[config.mk]
export PLATFORM = sky130hd
export DESIGN_NAME = pc_sequencer_flat
export DESIGN_NICKNAME = d
export VERILOG_FILES = /design/src/rtl/pc_sequencer_pkg.sv /design/src/rtl/pc_sequencer_if.sv /design/src/rtl/pc_sequencer_cycle_counter.sv /design/src/rtl/pc_sequencer.sv /design/src/flat_wrapper.sv
export SDC_FILE = /design/constraint.sdc
export NUM_CORES = 1
export LEC_CHECK = 0
export BUFFER_PORTS_ARGS = -buffer_cell sky130_fd_sc_hd__buf_2
export CORE_MARGIN = 5
export CORE_UTILIZATION = 40
export CTS_BUF_LIST = sky130_fd_sc_hd__clkbuf_4 sky130_fd_sc_hd__clkbuf_8
export CTS_CLUSTER_DIAMETER = 40
export DETAILED_ROUTE_END_ITERATION = 10
export PLACE_DENSITY = 0.95
export REMOVE_ABC_BUFFERS = 1
export SETUP_SLACK_MARGIN = 0.5
export SLEW_MARGIN = 20
export SYNTH_ARGS = -nofsm -noshare
export SYNTH_HDL_FRONTEND = slang
export SYNTH_HIERARCHICAL = 1
export SYNTH_SLANG_ARGS = --single-unit
[constraint.sdc]
create_clock -name clk -period 2.8 [get_ports clk]
set_input_delay 0.14 -clock clk [delete_from_list [all_inputs] [get_ports clk]]
set_output_delay 0.14 -clock clk [all_outputs]
set_load 0.03 [all_outputs]
[src/rtl/pc_sequencer_pkg.sv]
// ============================================================================
// Module      : pc_seq_pkg
// Description : Shared definitions for the next-PC generator and fetch
//               sequencer: FSM state encoding, sequential PC increment and
//               the default HALT encoding.
// Revision    : 1.0 - initial release
// ============================================================================
`default_nettype none

package pc_seq_pkg;

    // Encoding is architecturally visible on o_state.
    typedef enum logic [1:0] {
        ST_IDLE      = 2'd0,
        ST_RUN       = 2'd1,
        ST_STEP_WAIT = 2'd2,
        ST_HALTED    = 2'd3
    } pc_state_e;

    localparam int unsigned PC_INCR            = 4;
    localparam logic [31:0] HALT_INSTR_DEFAULT = 32'hFFFF_FFFF;

endpackage : pc_seq_pkg

`default_nettype wire

[src/rtl/pc_sequencer_if.sv]
// ============================================================================
// Module      : pc_sequencer_if
// Description : Bundle of the sequencer's fetch/control signals.
//               Names are seen from the sequencer: i_* are driven by the PC
//               register, hazard unit, EX branch logic and debug unit; o_*
//               are driven by the sequencer.
//   master : sequencer side (i_* in, o_* out)
//   slave  : environment side (i_* out, o_* in)
// Revision    : 1.0 - initial release
// ============================================================================
`default_nettype none

interface pc_sequencer_if #(
    parameter int ADDR_W = 32
);
    logic [ADDR_W-1:0] i_PC;
    logic [31:0]       i_instr;
    logic              i_start;
    logic              i_stall;
    logic              i_branch_taken;
    logic [ADDR_W-1:0] i_branch_target;
    logic              i_jump;
    logic [ADDR_W-1:0] i_jump_target;
    logic              i_dbg_step_mode;
    logic              i_dbg_step;

    logic [ADDR_W-1:0] o_PC_next;
    logic              o_PC_write;
    logic [1:0]        o_state;
    logic              o_halted;
    logic [31:0]       o_cycle_count;

    modport master (
        input  i_PC, i_instr, i_start, i_stall, i_branch_taken, i_branch_target,
               i_jump, i_jump_target, i_dbg_step_mode, i_dbg_step,
        output o_PC_next, o_PC_write, o_state, o_halted, o_cycle_count
    );

    modport slave (
        output i_PC, i_instr, i_start, i_stall, i_branch_taken, i_branch_target,
               i_jump, i_jump_target, i_dbg_step_mode, i_dbg_step,
        input  o_PC_next, o_PC_write, o_state, o_halted, o_cycle_count
    );

endinterface : pc_sequencer_if

`default_nettype wire

[src/rtl/pc_sequencer_cycle_counter.sv]
// ============================================================================
// Module      : pc_cycle_counter
// Description : Saturating up-counter with enable, asynchronous active-low
//               reset. Only compiled when PC_SEQ_CYCLE_COUNT_EN is defined,
//               since it is only instantiated in that build.
//   clk     in  clock
//   rst     in  asynchronous active-low reset
//   i_en    in  count enable
//   o_count out current count (sticks at all-ones)
// Revision    : 1.0 - initial release
// ============================================================================
`default_nettype none

`ifdef PC_SEQ_CYCLE_COUNT_EN
module pc_cycle_counter #(
    parameter int WIDTH = 32
) (
    input  wire logic             clk,
    input  wire logic             rst,
    input  wire logic             i_en,
    output logic [WIDTH-1:0]      o_count
);

    logic [WIDTH-1:0] r_count;

    always_ff @(posedge clk or negedge rst) begin
        if (!rst) begin
            r_count <= '0;
        end else if (i_en && (r_count != {WIDTH{1'b1}})) begin
            r_count <= r_count + WIDTH'(1);
        end
    end

    assign o_count = r_count;

endmodule : pc_cycle_counter
`endif

`default_nettype wire

[src/rtl/pc_sequencer.sv]
// ============================================================================
// Module      : pc_sequencer
// Description : Next-PC generator and fetch sequencer. Writer side of the PC
//               register: sequential increment, branch/jump redirect, hazard
//               stall, HALT detection and debug single-step.
//   clk  in   clock
//   rst  in   asynchronous active-low reset
//   bus  ifc  pc_sequencer_if.master (PC/instr in, control in,
//             o_PC_next/o_PC_write/o_state/o_halted/o_cycle_count out)
// Configuration : PC_SEQ_CYCLE_COUNT_EN builds the RUN-cycle counter;
//                 otherwise o_cycle_count is tied to zero.
// Revision    : 1.0 - initial release
// ============================================================================
`default_nettype none

module pc_sequencer
    import pc_seq_pkg::*;
#(
    parameter int              ADDR_W       = 32,
    parameter logic [ADDR_W-1:0] RESET_VECTOR = {ADDR_W{1'b0}},
    parameter logic [31:0]     HALT_INSTR   = HALT_INSTR_DEFAULT
) (
    input  wire logic       clk,
    input  wire logic       rst,
    pc_sequencer_if.master  bus
);

    pc_state_e         r_state;
    logic              r_halted;

    logic [ADDR_W-1:0] w_eval_pc;
    logic              w_eval_write;
    logic              w_eval_halt;
    logic              w_advance;
    logic [ADDR_W-1:0] w_pc_next;
    logic              w_pc_write;
    logic [31:0]       w_cycle_count;

    // One fetch-priority evaluation. Redirects come first because any stall
    // or HALT seen this cycle belongs to the wrong path.
    always_comb begin
        w_eval_pc    = bus.i_PC;
        w_eval_write = 1'b1;
        w_eval_halt  = 1'b0;
        if (bus.i_branch_taken) begin
            w_eval_pc = bus.i_branch_target;
        end else if (bus.i_jump) begin
            w_eval_pc = bus.i_jump_target;
        end else if (bus.i_stall) begin
            w_eval_write = 1'b0;
        end else if (bus.i_instr == HALT_INSTR) begin
            w_eval_write = 1'b0;
            w_eval_halt  = 1'b1;
        end else begin
            w_eval_pc = bus.i_PC + ADDR_W'(PC_INCR);
        end
    end

    // w_advance marks cycles that perform an evaluation: every RUN cycle and
    // step-accepted STEP_WAIT cycles. It also drives the cycle counter.
    always_comb begin
        w_pc_next  = bus.i_PC;
        w_pc_write = 1'b0;
        w_advance  = 1'b0;
        case (r_state)
            ST_IDLE: begin
                w_pc_next  = RESET_VECTOR;
                w_pc_write = 1'b1;
            end
            ST_RUN:       w_advance = 1'b1;
            ST_STEP_WAIT: w_advance = bus.i_dbg_step;
            default:      w_advance = 1'b0;
        endcase
        if (w_advance) begin
            w_pc_next  = w_eval_pc;
            w_pc_write = w_eval_write;
        end
    end

    always_ff @(posedge clk or negedge rst) begin
        if (!rst) begin
            r_state  <= ST_IDLE;
            r_halted <= 1'b0;
        end else begin
            case (r_state)
                ST_IDLE: begin
                    if (bus.i_start) begin
                        r_state <= bus.i_dbg_step_mode ? ST_STEP_WAIT : ST_RUN;
                    end
                end
                ST_RUN, ST_STEP_WAIT: begin
                    if (w_advance && w_eval_halt) begin
                        r_state  <= ST_HALTED;
                        r_halted <= 1'b1;
                    end else begin
                        r_state <= bus.i_dbg_step_mode ? ST_STEP_WAIT : ST_RUN;
                    end
                end
                ST_HALTED: begin
                    r_state  <= ST_HALTED;
                    r_halted <= 1'b1;
                end
            endcase
        end
    end

`ifdef PC_SEQ_CYCLE_COUNT_EN
    pc_cycle_counter #(
        .WIDTH (32)
    ) u_cycle_counter (
        .clk     (clk),
        .rst     (rst),
        .i_en    (w_advance),
        .o_count (w_cycle_count)
    );
`else
    assign w_cycle_count = 32'd0;
`endif

    assign bus.o_PC_next     = w_pc_next;
    assign bus.o_PC_write    = w_pc_write;
    assign bus.o_state       = r_state;
    assign bus.o_halted      = r_halted;
    assign bus.o_cycle_count = w_cycle_count;

endmodule : pc_sequencer

`default_nettype wire

[src/flat_wrapper.sv]
// flat-port wrapper written by rule: the top's interface ports become plain ports
module pc_sequencer_flat import pc_seq_pkg::*;
#(
    parameter int              ADDR_W       = 32,
    parameter logic [ADDR_W-1:0] RESET_VECTOR = {ADDR_W{1'b0}},
    parameter logic [31:0]     HALT_INSTR   = HALT_INSTR_DEFAULT
)
  (clk, rst, bus_i_PC, bus_i_instr, bus_i_start, bus_i_stall, bus_i_branch_taken, bus_i_branch_target, bus_i_jump, bus_i_jump_target, bus_i_dbg_step_mode, bus_i_dbg_step, bus_o_PC_next, bus_o_PC_write, bus_o_state, bus_o_halted, bus_o_cycle_count);
  pc_sequencer_if #(.ADDR_W(ADDR_W)) bus_i ();
  input  wire logic clk;
  input  wire logic rst;
  input wire logic [$bits(bus_i.i_PC)-1:0] bus_i_PC;
  input wire logic [$bits(bus_i.i_instr)-1:0] bus_i_instr;
  input wire logic [$bits(bus_i.i_start)-1:0] bus_i_start;
  input wire logic [$bits(bus_i.i_stall)-1:0] bus_i_stall;
  input wire logic [$bits(bus_i.i_branch_taken)-1:0] bus_i_branch_taken;
  input wire logic [$bits(bus_i.i_branch_target)-1:0] bus_i_branch_target;
  input wire logic [$bits(bus_i.i_jump)-1:0] bus_i_jump;
  input wire logic [$bits(bus_i.i_jump_target)-1:0] bus_i_jump_target;
  input wire logic [$bits(bus_i.i_dbg_step_mode)-1:0] bus_i_dbg_step_mode;
  input wire logic [$bits(bus_i.i_dbg_step)-1:0] bus_i_dbg_step;
  output wire logic [$bits(bus_i.o_PC_next)-1:0] bus_o_PC_next;
  output wire logic [$bits(bus_i.o_PC_write)-1:0] bus_o_PC_write;
  output wire logic [$bits(bus_i.o_state)-1:0] bus_o_state;
  output wire logic [$bits(bus_i.o_halted)-1:0] bus_o_halted;
  output wire logic [$bits(bus_i.o_cycle_count)-1:0] bus_o_cycle_count;
  assign bus_i.i_PC = bus_i_PC;
  assign bus_i.i_instr = bus_i_instr;
  assign bus_i.i_start = bus_i_start;
  assign bus_i.i_stall = bus_i_stall;
  assign bus_i.i_branch_taken = bus_i_branch_taken;
  assign bus_i.i_branch_target = bus_i_branch_target;
  assign bus_i.i_jump = bus_i_jump;
  assign bus_i.i_jump_target = bus_i_jump_target;
  assign bus_i.i_dbg_step_mode = bus_i_dbg_step_mode;
  assign bus_i.i_dbg_step = bus_i_dbg_step;
  assign bus_o_PC_next = bus_i.o_PC_next;
  assign bus_o_PC_write = bus_i.o_PC_write;
  assign bus_o_state = bus_i.o_state;
  assign bus_o_halted = bus_i.o_halted;
  assign bus_o_cycle_count = bus_i.o_cycle_count;
  pc_sequencer #(.ADDR_W(ADDR_W), .RESET_VECTOR(RESET_VECTOR), .HALT_INSTR(HALT_INSTR)) u_core (.clk(clk), .rst(rst), .bus(bus_i));
endmodule
==> flow_summary.toml <==
[synthesis]
yosysSeqAreaShare_pct = 3.166
synth_top_area_share_pct = 10.45
syn-cell-area_sq_um = 2371
synth.distinct_cells = 55
synthTopCellsByCount = "buf_4 (33), nand3_1 (26), nor2_1 (26)"
synth_warnings = 6
synth_top_cell_by_area = "buf_4"
synth.avg_cell_area_sq_um = 6.755
synth_edf_count = 0
synth_cells = 351
ys.flop_type = "dfrtp_1"
synth_area_leaders = "buf_4 (10%), a221oi_1 (5.5%), nand3_1 (5.5%)"
synth.most_common_cell = "buf_4"
async_reset_ff_share_pct = 100.0
synth_seq_cells = 3

[clock_network]
cts_tree = "yes"
insertion_delay_ns = 0.21
cts_max_level = 1
cts_root_buf = "clkbuf_8"
cts_buffers = 3
clock-sinks = 3
cts_buffer_depth = 2
path_clk_slew_ns = 0.03

[critical_path]
cpMaxStageDelayCell = "dfrtp_2"
startpoint_type = "flop"
worstSetupPathType = "flop to output pin"
worstPathArrival_ns = 2.12
worstPathCellList = "inv_2 > ha_1 > a21o_4 > and2_4 > a21oi_2 > o221ai_1 > or3_1 > buf_4"
crit_path_end_kind = "output pin"
crit_buf_inv = 2
max_stage_delay_ns = 0.40
crit_family = "simple AND/OR/NAND/NOR gates"
worstPathRequired_ns = 2.66
critPathMaxFanout = 9

[die]
die_x_um = 86.99
dieArea_sq_um = 7567
core_sq_um = 5851
boundaryPins = 204
die_h_um = 86.99
start_util_pct = 40.53
rows = 28

[global_routing]
antenna_found_initial = 0
grt_usage_pct = 25.02
grt_pass1_vias = 3394
grt_pass1_wl_um = 15820
overflow = 0
grt_max_degree = 25

[placed_design]
gp_congestion = 0.8823
dp.cells = 582
portBuffers = 171
dp.final_hpwl_um = 8165

[route]
wirelength_um = 10550
drc = 0
dr_total_vias = 3599
via_per_inst = 6.049
initialDrtViolationCount = 302
drt_pre_antenna_iters = 7
wire_per_inst_um = 17.74
ant_nets = 0

[job]
cap_violations = 0

[sta]
final.setup.tns_ns = 0
finalHoldViolCount = 0
setup_viol = 0
fin_worst_skew_ns = 0.0007402
fin_crit_sh_pct = 80.75
max_freq_mhz = 442.3
tightest_slew_ns = 0.6264
rsz0062_at_grt = "yes"
relSlewSlack_pct = 57.16
fin_crit_ns = 2.261
slew_viol_final = 0

[layout]
fillers = 555
fin_nets = 662
synthToLayoutAreaGrowth_pct = 43.11
drive_above_1_share_pct = 43.08
fin_cells = 595
multi_input_area_sq_um = 2092
ff_latch_area_sq_um = 76.32
diodes = 0
utilization_pct = 58.00

[power_and_ir_drop]
p_leak_nw = 1.546
max-vdd-ir-drop_mv = 0.7322
power.density_nw_per_um2 = 947.0

[run_status]
status = "finished, final reports clean"

[worst_hold_path]
hold_path.class = "input port to flop"
-- power breakdown --
part	switching (mW)	leakage (nW)	internal [mW]
Combinational	1.97	1.49	1.02
Sequential	0.0262	0.0323	0.0670
Clock	0.0281	0.0262	0.107
-- state kept, by name, summed over array words and instances (netlist names) --
register / count
u_core/bus.o_state: 2
u_core/bus.o_halted: 1
-- layout make-up --
class,count,area share [%]
Tap cell,75,2.765
Timing Repair Buffer,191,30.57
Inverter,11,1.327
Clock buffer,4,1.438
Multi-Input combinational cell,311,61.65
Sequential cell,3,2.249
-- cell families after synthesis --
logic type,count (synthesis),synth area share (%)
flops,3,3.166
other cells,1,0.1582
fa+ha+maj,5,2.639
simple gates,131,30.13
compound gates,121,38.94
mux,9,3.958
xor+xnor,13,4.802
buf+inv,68,16.20
-- placed cells by master, fill, tap and decap left out, drive strengths merged, types with 4 or more instances in the layout --
master / instances
a221oi: 15
or3: 4
o22ai: 15
a31oi: 5
nand3: 27
mux2i: 6
nor3: 6
nand4: 16
buf: 190
clkbuf: 4
conb: 32
xnor2: 13
a211oi: 9
nand2: 23
and4: 5
and3: 6
nor2: 26
ha: 5
o21ai: 7
nand2b: 4
a2111oi: 9
a21oi: 27
inv: 10
a22oi: 10
-- per-stage QoR --
stage / power [mW] / hold slack [ns] / setup WS [ns] / cell area, sq um
after global routing: 3.422 / 0.2128 / 0.4723 / 3393
after CTS: 3.055 / 0.1907 / 0.5108 / 3303
after global placement: 2.735 / -0.06493 / 0.5547 / 3179
after floorplan: 1.909 / -0.1556 / 0.09151 / 2145
after detailed placement: 2.787 / -0.06003 / 0.4373 / 3179
final: 3.214 / 0.1939 / 0.5390 / 3393
-- worst paths after layout --
check | from | to | slack, ns | cells past startpoint
max | u_core/bus.o_state[0] | bus_o_PC_next[19] | 0.54 | 8
min | bus_i_dbg_step_mode | u_core/bus.o_state[1] | 0.19 | 2
max reg2reg | u_core/bus.o_state[0] | u_core/bus.o_state[1] | 0.86 | 8
min reg2reg | u_core/bus.o_halted | u_core/bus.o_halted | 0.49 | 1
max in group asynchronous | rst | u_core/bus.o_state[0] | 2.43 | 2
min in group asynchronous | rst | u_core/bus.o_state[1] | 0.25 | 2
-- timing repair --
| item | 4_1_cts | 5_1_grt |
|---|---|---|
| hold buffers | 1 | 0 |
| setup endpoints to repair | 24 | 26 |
| buffers inserted | 1 | 7 |
| pin swaps | 2 | 1 |
| resized for setup | 17 | 12 |
| hold endpoints to repair | 3 | 0 |
-- per-layer routing --
metal / GRT usage, % / vias to the layer above / wire, um
met5: 0 / - / 0
met4: 5.807 / 0 / 133
met3: 3.974 / 27 / 1274
met2: 43.96 / 254 / 5195
met1: 31.75 / 1668 / 3950
li1: - / 1650 / -
No activity file was read; power rests on OpenSTA's default activity.
